## src/rtl/interp_seq_pkg.sv

```systemverilog
// Shared types, plane ids and pass lookup for the interpolator tile sequencer.
package interp_seq_pkg;

  typedef enum logic [2:0] {IDLE, FEED, DRAIN, NEXT, DONE} state_t;
  typedef enum logic [2:0] {ABC, DHN, EIP, FJQ, GKR} pass_t;
  typedef enum logic {ORIENT_ROW, ORIENT_COL} orient_t;

  localparam logic [3:0] PLANE_PIX = 4'd0;
  localparam logic [3:0] PLANE_A   = 4'd1;
  localparam logic [3:0] PLANE_B   = 4'd2;
  localparam logic [3:0] PLANE_C   = 4'd3;
  localparam logic [3:0] PLANE_D   = 4'd4;
  localparam logic [3:0] PLANE_H   = 4'd5;
  localparam logic [3:0] PLANE_N   = 4'd6;
  localparam logic [3:0] PLANE_E   = 4'd7;
  localparam logic [3:0] PLANE_I   = 4'd8;
  localparam logic [3:0] PLANE_P   = 4'd9;
  localparam logic [3:0] PLANE_F   = 4'd10;
  localparam logic [3:0] PLANE_J   = 4'd11;
  localparam logic [3:0] PLANE_Q   = 4'd12;
  localparam logic [3:0] PLANE_G   = 4'd13;
  localparam logic [3:0] PLANE_K   = 4'd14;
  localparam logic [3:0] PLANE_R   = 4'd15;

  typedef struct packed {
    logic [3:0] rdPlane;
    logic [3:0] wrBase;
    orient_t    orient;
  } pass_info_t;

  // Source plane, first result plane and walk direction of each pass.
  function automatic pass_info_t passInfo(input pass_t pass);
    case (pass)
      ABC:     return '{rdPlane: PLANE_PIX, wrBase: PLANE_A, orient: ORIENT_ROW};
      DHN:     return '{rdPlane: PLANE_PIX, wrBase: PLANE_D, orient: ORIENT_COL};
      EIP:     return '{rdPlane: PLANE_A,   wrBase: PLANE_E, orient: ORIENT_COL};
      FJQ:     return '{rdPlane: PLANE_B,   wrBase: PLANE_F, orient: ORIENT_COL};
      GKR:     return '{rdPlane: PLANE_C,   wrBase: PLANE_G, orient: ORIENT_COL};
      default: return '{rdPlane: PLANE_PIX, wrBase: PLANE_A, orient: ORIENT_ROW};
    endcase
  endfunction

  function automatic pass_t nextPass(input pass_t pass);
    case (pass)
      ABC:     return DHN;
      DHN:     return EIP;
      EIP:     return FJQ;
      FJQ:     return GKR;
      default: return ABC;
    endcase
  endfunction

endpackage

```

## src/rtl/interp_seq_addr_gen.sv

```systemverilog
// Maps (orientation, line, element) to a linear pixel index within the tile.
module interp_seq_addr_gen
  import interp_seq_pkg::*;
#(
  parameter int TILE_DIM = 16,
  parameter int IDX_W    = 2 * $clog2(TILE_DIM)
) (
  input  orient_t                     orient,
  input  logic [$clog2(TILE_DIM)-1:0] line,
  input  logic [$clog2(TILE_DIM)-1:0] elem,
  output logic [IDX_W-1:0]            idx
);

  // Rows walk along the fast index, columns along the slow one.
  always_comb begin
    idx = '0;
    if (orient == ORIENT_ROW)
      idx = IDX_W'(line) * IDX_W'(TILE_DIM) + IDX_W'(elem);
    else
      idx = IDX_W'(elem) * IDX_W'(TILE_DIM) + IDX_W'(line);
  end

endmodule

```

## src/rtl/interp_tile_sequencer.sv

```systemverilog
// Sequences one tile through the five interpolator passes: streams edge-padded
// lines into the 6-tap datapath and writes its three outputs back per pixel.
// Optional build macro: SEQ_SATURATE_EN clamps results to 0..255.
module interp_tile_sequencer
  import interp_seq_pkg::*;
#(
  parameter int TILE_DIM = 16,
  parameter int PREFILL  = 8,
  parameter int TAIL     = 5,
  parameter int IDX_W    = 2 * $clog2(TILE_DIM)
) (
  input  logic             clock,
  input  logic             reset,
  input  logic             start,
  output logic             busy,
  output logic             done,
  output logic             rd_en,
  output logic [3:0]       rd_plane,
  output logic [IDX_W-1:0] rd_idx,
  input  logic [31:0]      rd_data,
  output logic [31:0]      filt_data,
  output logic             filt_valid,
  input  logic [39:0]      a_val,
  input  logic [39:0]      b_val,
  input  logic [39:0]      c_val,
  output logic             wr_en,
  output logic [3:0]       wr_plane_base,
  output logic [IDX_W-1:0] wr_idx,
  output logic [31:0]      wr_data0,
  output logic [31:0]      wr_data1,
  output logic [31:0]      wr_data2
);

  localparam int LW = $clog2(TILE_DIM);
  localparam int S  = PREFILL + TILE_DIM + TAIL;
  localparam int SW = $clog2(S);

  localparam logic [SW-1:0] S_LAST     = SW'(S - 1);
  localparam logic [SW-1:0] ELEM_FIRST = SW'(PREFILL);
  localparam logic [SW-1:0] ELEM_END   = SW'(PREFILL + TILE_DIM);
  localparam logic [SW-1:0] CAP_FIRST  = SW'(PREFILL + TAIL);
  localparam logic [LW-1:0] LINE_LAST  = LW'(TILE_DIM - 1);

  state_t            state, stateNext;
  pass_t             pass;
  logic [LW-1:0]     line;
  logic [SW-1:0]     sCnt;

  logic              st1Valid, st2Valid;
  logic [SW-1:0]     st1S, st2S;
  logic [LW-1:0]     st1Line, st2Line;
  pass_t             st1Pass, st2Pass;

  logic              filtValidQ;
  logic              capture;
  pass_info_t        rdInfo, wrInfo;
  logic [LW-1:0]     rdElem, wrElem;
  logic [IDX_W-1:0]  rdAddr, wrAddr;

  function automatic logic [31:0] toResult(input logic [39:0] v);
`ifdef SEQ_SATURATE_EN
    if (v[39])
      return 32'd0;
    else if (v[37:6] > 32'd255)
      return 32'd255;
    else
      return v[37:6];
`else
    return v[37:6];
`endif
  endfunction

  // State register.
  always_ff @(posedge clock) begin
    if (reset) state <= IDLE;
    else       state <= stateNext;
  end

  // Next-state decode.
  always_comb begin
    stateNext = state;
    case (state)
      IDLE:    if (start) stateNext = FEED;
      FEED:    if (sCnt == S_LAST) stateNext = DRAIN;
      DRAIN:   if (sCnt == SW'(1)) stateNext = NEXT;
      NEXT:    stateNext = (pass == GKR && line == LINE_LAST) ? DONE : FEED;
      DONE:    stateNext = IDLE;
      default: stateNext = IDLE;
    endcase
  end

  // Sample, line and pass counters; the sample counter doubles as drain timer.
  always_ff @(posedge clock) begin
    if (reset) begin
      sCnt <= '0;
      line <= '0;
      pass <= ABC;
    end else begin
      case (state)
        IDLE: begin
          sCnt <= '0;
          if (start) begin
            line <= '0;
            pass <= ABC;
          end
        end
        FEED:  sCnt <= (sCnt == S_LAST) ? '0 : sCnt + SW'(1);
        DRAIN: sCnt <= sCnt + SW'(1);
        NEXT: begin
          sCnt <= '0;
          if (line == LINE_LAST) begin
            line <= '0;
            pass <= nextPass(pass);
          end else begin
            line <= line + LW'(1);
          end
        end
        default: sCnt <= '0;
      endcase
    end
  end

  // Two-stage copy of the issue context so capture lines up with tap 0.
  always_ff @(posedge clock) begin
    if (reset) begin
      st1Valid <= 1'b0;
      st1S     <= '0;
      st1Line  <= '0;
      st1Pass  <= ABC;
      st2Valid <= 1'b0;
      st2S     <= '0;
      st2Line  <= '0;
      st2Pass  <= ABC;
    end else begin
      st1Valid <= (state == FEED);
      st1S     <= sCnt;
      st1Line  <= line;
      st1Pass  <= pass;
      st2Valid <= st1Valid;
      st2S     <= st1S;
      st2Line  <= st1Line;
      st2Pass  <= st1Pass;
    end
  end

  // Read strobe delayed by the fixed memory latency.
  always_ff @(posedge clock) begin
    if (reset) filtValidQ <= 1'b0;
    else       filtValidQ <= rd_en;
  end

  // Edge-padded element selection for the sample being issued.
  always_comb begin
    rdElem = '0;
    if (sCnt < ELEM_FIRST)
      rdElem = '0;
    else if (sCnt < ELEM_END)
      rdElem = LW'(sCnt - ELEM_FIRST);
    else
      rdElem = LINE_LAST;
  end

  assign wrElem  = LW'(st2S - CAP_FIRST);
  assign capture = st2Valid && (st2S >= CAP_FIRST);
  assign rdInfo  = passInfo(pass);
  assign wrInfo  = passInfo(st2Pass);

  interp_seq_addr_gen #(.TILE_DIM(TILE_DIM), .IDX_W(IDX_W)) u_rdAddr (
    .orient (rdInfo.orient),
    .line   (line),
    .elem   (rdElem),
    .idx    (rdAddr)
  );

  interp_seq_addr_gen #(.TILE_DIM(TILE_DIM), .IDX_W(IDX_W)) u_wrAddr (
    .orient (wrInfo.orient),
    .line   (st2Line),
    .elem   (wrElem),
    .idx    (wrAddr)
  );

  assign busy          = (state != IDLE);
  assign done          = (state == DONE);
  assign rd_en         = (state == FEED);
  assign rd_plane      = rd_en ? rdInfo.rdPlane : '0;
  assign rd_idx        = rd_en ? rdAddr : '0;
  assign filt_valid    = filtValidQ;
  assign filt_data     = filtValidQ ? rd_data : '0;
  assign wr_en         = capture;
  assign wr_plane_base = capture ? wrInfo.wrBase : '0;
  assign wr_idx        = capture ? wrAddr : '0;
  assign wr_data0      = capture ? toResult(a_val) : '0;
  assign wr_data1      = capture ? toResult(b_val) : '0;
  assign wr_data2      = capture ? toResult(c_val) : '0;

endmodule

```

## config.mk

```make
export PLATFORM = sky130hd
export DESIGN_NAME = interp_tile_sequencer
export DESIGN_NICKNAME = d
export VERILOG_FILES = /design/src/rtl/interp_seq_pkg.sv /design/src/rtl/interp_seq_addr_gen.sv /design/src/rtl/interp_tile_sequencer.sv
export SDC_FILE = /design/constraint.sdc
export NUM_CORES = 1
export LEC_CHECK = 0
export BUFFER_PORTS_ARGS = -buffer_cell sky130_fd_sc_hd__buf_2
export CORE_AREA = 3 3 119 121
export DETAILED_ROUTE_END_ITERATION = 7
export DIE_AREA = 0 0 122 124
export MAX_ROUTING_LAYER = met4
export PLACE_DENSITY_LB_ADDON = 0.15
export RECOVER_POWER = 100
export SLEW_MARGIN = 20
export SYNTH_ARGS = -nofsm -noshare
export SYNTH_HDL_FRONTEND = slang
export SYNTH_SLANG_ARGS = --single-unit
export TNS_END_PERCENT = 20
```

## constraint.sdc

```tcl
create_clock -name clock -period 2.3 [get_ports clock]
set_input_delay 0.23 -clock clock [delete_from_list [all_inputs] [get_ports clock]]
set_output_delay 0.23 -clock clock [all_outputs]
set_load 0.02 [all_outputs]
```

### Word-level counts from Yosys, hierarchy flattened

Cells that the tools add are included.

* reductions and logical operators: 9
* multiplexer cells: 28
* eq/ne operators: 19
* order comparisons: 3
* add/subtract/negate cells: 8

Operator list (count)
* 2-to-1 mux 32 bit: 4
* adder 8 x 4 -> 8 bit: 4
* 2-to-1 mux 8 bit: 4
* one-hot mux 7 bit (4 select lines): 1
* 2-to-1 mux 4 bit: 6
* one-hot mux 3 bit (4 select lines): 2
* one-hot mux 5 bit (4 select lines): 1
* equality test 3 x 2 -> 1 bit (second input constant): 6
* 2-to-1 mux 3 bit: 6
* one-hot mux 5 bit (2 select lines): 1
* equality test 3 x 1 -> 1 bit (second input constant): 3
* equality test 3 bit (second input constant): 3
* one-hot mux 4 bit (2 select lines): 1
* subtractor 4 bit (second input constant): 2
* logical NOT 3 bit: 2
* != test 2 bit (second input constant): 3
* one-hot mux 3 bit (2 select lines): 1
* AND reduction 3 bit: 2
* adder 5 x 1 -> 5 bit (second input constant): 1
* equality test 5 x 1 -> 1 bit (second input constant): 1
* equality test 5 bit (second input constant): 1
* >= comparator 5 x 4 -> 1 bit (second input constant): 1
* < comparator 5 x 4 -> 1 bit (second input constant): 1
* < comparator 5 bit (second input constant): 1
* 8 further kinds: 9

* output and inout port bits: 157
* logic and storage cells: 79
* bits of input ports: 155
* register bits: 41

### Longest topological paths before layout

* word-level depth: 6
* mapped depth: 8
* mapped depth without buffers: 6

### By module

From an unflattened synthesis, not the netlist that was laid out.

* cell total of the unflattened synthesis: 360
* area, all modules: 3030.4 um^2

Modules (own cells, without submodules)
* interp_tile_sequencer: instances 1, area each 2767.7 um^2, cells an instance 342, sequential area each 820.8 um^2
* interp_seq_addr_gen: instances 2, area each 131.4 um^2, cells an instance 9, sequential area each 0.0 um^2

### Least setup slack after synthesis

OpenSTA, ideal clock, no wires.

* path kind: flip-flop to output port
* start point: register st2S[1]
* end point: output wr_data2[22]
* required time: 2070 ps
* setup slack: 500 ps
* buffers on the path: 1
* stages on the path, launching flop included: 8
* data arrival time: 1570 ps
* cell sequence: dfxtp_1 -> inv_1 -> ha_1 -> o311a_1 -> o21ai_2 -> inv_2 -> clkbuf_1 -> and2_1

* longest elaborated chain between the ends: 3

Ends and longest elaborated chain
* from (decl): RTL line interp_tile_sequencer.sv:50 `logic [SW-1:0] st1S, st2S;`
* from (signal assigned): RTL line interp_tile_sequencer.sv:140 `st2S <= st1S;`
* >= comparator 5 x 4 -> 1 bit: RTL line interp_tile_sequencer.sv:164 `assign capture = st2Valid && (st2S >= CAP_FIRST);`
* logical AND 1 bit: RTL line interp_tile_sequencer.sv:164
* net wr_en: RTL line interp_tile_sequencer.sv:26 `output logic wr_en,`
* 2-to-1 mux 32 bit: RTL line interp_tile_sequencer.sv:194 `assign wr_data2 = capture ? toResult(c_val) : '0;`
* to (decl): RTL line interp_tile_sequencer.sv:31 `output logic [31:0] wr_data2`

The timed path passes the listed nets, and every way through them passes these cells.

### Worst setup path after layout

* start point: register st2S[1]
* end point: output wr_data1[25]

* longest elaborated chain between the ends: 3

Ends and longest elaborated chain
* >= comparator 5 x 4 -> 1 bit: RTL line interp_tile_sequencer.sv:164
* logical AND 1 bit: RTL line interp_tile_sequencer.sv:164
* 2-to-1 mux 32 bit: RTL line interp_tile_sequencer.sv:193 `assign wr_data1 = capture ? toResult(b_val) : '0;`
* to (decl): RTL line interp_tile_sequencer.sv:30 `output logic [31:0] wr_data1,`

No other way between the ends.

==> impl_metrics.ini <==
[status]
status = completed

[power]
clockPowerShare = 0.463
p_comb_frac = 0.119
switching_share = 0.218
intPower_uw = 1360
total_power_uw = 1740
leakage_uw = 0.00230
seqPwrFrac = 0.418
switchingPower_uw = 381
p_per_area_nw_per_um2 = 385
peakVddDrop_mv = 0.321

[placement]
portBuffers = 285
gp_congestion = 0.770
dp_hpwl_microns = 10600

[drt]
routedWlPerCell_microns = 16.0
vias = 3588
drt_iter0_drc = 186
first_pass_iters = 4
viasPerCell = 4.37
drt.antenna.violating_nets = 0
wl_microns = 13100
post-route-drc-count = 0

[logic_synthesis]
synthesis.area_sq_um = 2880
synthArstFlopShare = 0
synth.largest_area_cell = dfxtp_1
synth.area.top_cells = dfxtp_1 29%, and2_1 28%, nor2b_1 5.2%
synth_top_area_frac = 0.285
yosys_warnings = 0
synth-edff-count = 0
ys_types = 45
synthFlopType = dfxtp_1
netlist_instances = 381
ys_seq_area_frac = 0.285
synth-seq-cells = 41
avgSynthCellArea_sq_um = 7.55

[global_route]
grt_start_max_net_pins = 99
overflow = 0
grt_pass1_vias = 3128
antenna_found_initial = 2
grt_use_total = 0.155
grt_first_pass_wirelength_microns = 17900

[clock_tree]
cts_root_buf = clkbuf_16
clock_latency_ns = 0.27
htree_levels = 2
clock_sinks = 41
clk_path_buf_depth = 2
cts_tree = done
cts_buffers = 5
clkSlewWorstSetupHoldPaths_ns = 0.06

[floorplan]
dieArea_sq_um = 15100
initial_core_util = 0.218
fp.dieH_microns = 124
io_pins = 312
die-width_microns = 122
coreArea_sq_um = 13200
placementRows = 42

[critical_path]
path_class = reg -> out
arrival_ns = 1.96
crit_chain = inv_1, ha_1, o311a_1, o21ai_2, inv_2, buf_12, and2_1, buf_2
path_max_fanout = 49
r2r_end = state[0]
reg2reg_from = sCnt[0]
r2r_cells = 5
slowest_delay_ns = 0.33
timing.reg2reg.setup_slack_ns = 0.73
required_ns = 2.07
setup.worst_path.end_class = output pin
startpoint_type = flop
cp_slowest_cell = dfxtp_2

[worst_hold_path]
hp-start = start
hold_path.class = in -> reg
whs_path_depth = 3
holdPathEnd = state[0]

[timing]
max_freq_mhz = 458
fin_worst_skew_ns = 0.00250
finalHoldViolations = 0
worstMarginPinSlew_ns = 1.43
slew_violations = 0
finalCritPeriodShare = 0.950
timing.final.crit_period_ns = 2.19
setup_viol = 0
rsz0062_at_grt = no
finalSetupTns_ns = 0
relSlewSlack = 0.0488

[cells_and_area]
fillers = 1432
fin_nets = 803
seq_area_sq_um = 822
multi_input_area_sq_um = 1850
drive_above_1_share = 0.412
area_growth_pct = 57.5

[job]
drv_cap = 0
-- critical path, delay by kind of cell, from the launching register on --
family          cells  cell delay [ns]
buf+inv             4             0.48
compound gates      2             0.47
flops               1             0.33
simple gates        1             0.21
fa+ha+maj           1             0.17
-- power groups by stage --
stage / clock network [uW] / logic (uW) / registers [uW]
3_3_place_gp: 0 / 208 / 743
5_1_grt: 850 / 229 / 730
4_1_cts: 828 / 213 / 728
6_report: 808 / 207 / 728
2_1_floorplan: 0 / 87.0 / 736
3_5_place_dp: 0 / 211 / 744
-- state kept, by name, summed over array words and instances, names as in the netlist, 4 cells and up --
signal	flops
sCnt	5
st2S	5
line	4
st1Line	4
st2Line	4
st1S	5
-- Yosys cell counts (all sizes together), types with 2 or more instances --
master	instances
nor3	22
buf	11
a211oi	5
clkbuf	24
o21ai	14
xor2	4
inv	11
nor2	9
and3	3
nand2b	2
nor3b	2
nor2b	24
a311oi	2
nand3	12
o2111ai	3
nand4	2
xnor2	3
and2	128
nand2	6
o21a	3
or3	6
maj3	3
dfxtp	41
ha	6
a21oi	21
-- final cells by class --
| class | count | share of cell area |
|---|---|---|
| Inverter | 11 | 0.00912 |
| Antenna cell | 2 | 0.00110 |
| Timing Repair Buffer | 288 | 0.313 |
| Multi-Input combinational cell | 295 | 0.408 |
| Tap cell | 176 | 0.0486 |
| Sequential cell | 41 | 0.181 |
| Clock buffer | 6 | 0.0307 |
| Clock inverter | 2 | 0.00829 |
-- per-layer routing --
metal / vias up / track usage / part of all wire
li1: 1770 / - / -
met1: 1656 / 0.190 / 0.41
met2: 150 / 0.263 / 0.49
met3: 12 / 0.0345 / 0.080
met4: 0 / 0.0287 / 0.015
met5: - / - / 0
-- placed cells by master, fill, tap and decap left out, drive strengths merged, types with 4 or more instances in the layout --
cell type,netlist,final
a211oi,5,5
a21oi,21,21
and2,128,128
buf,11,168
clkbuf,24,126
dfxtp,41,41
ha,6,6
inv,11,11
nand2,6,6
nand3,12,12
nor2,9,9
nor2b,24,24
nor3,22,22
o21ai,14,14
or3,6,6
xor2,4,4
-- kinds of logic after synthesis --
group	after synthesis	synth area share
buffers and inverters	46	0.0731
and+or+nand+nor	224	0.469
adders and majority gates	9	0.0366
AOI/OAI and AO/OA	53	0.113
DFF	41	0.285
xor gates and xnor gates	7	0.0213
other	1	0.00130
-- worst max-delay path by stage --
stage | start | endpoint | slack, ns | cells past startpoint
after floorplan | st2S[1] | wr_data2[22] | 0.50 | 7
after global placement | st2S[1] | wr_data1[25] | 0.39 | 8
after detailed placement | st2S[1] | wr_data1[25] | 0.37 | 8
after CTS | st2S[1] | wr_data1[25] | 0.07 | 8
after global routing | st2S[0] | wr_data2[30] | 0.01 | 7
final | st2S[1] | wr_data1[25] | 0.11 | 8
-- what timing repair did --
action / in CTS / in global routing
gates resized for setup: 0 / 1
setup buffers: 0 / 0
hold endpoints to repair: 0 / 0
setup endpoints to repair: 0 / 76
hold buffers: 0 / 0
-- metrics by stage --
stage / hold WS [ns] / std cells / worst slack, ns / area, sq um / util
detailed placement: 0.420 / 810 / 0.373 / 4380 / 0.332
CTS: 0.359 / 818 / 0.0653 / 4560 / 0.346
global route: 0.439 / 821 / 0.0100 / 4530 / 0.343
floorplan: 0.414 / 382 / 0.500 / 2880 / -
finish: 0.366 / 821 / 0.115 / 4530 / 0.343
global placement: 0.420 / 810 / 0.391 / 4380 / 0.332
(Power assumes the default switching activity.)
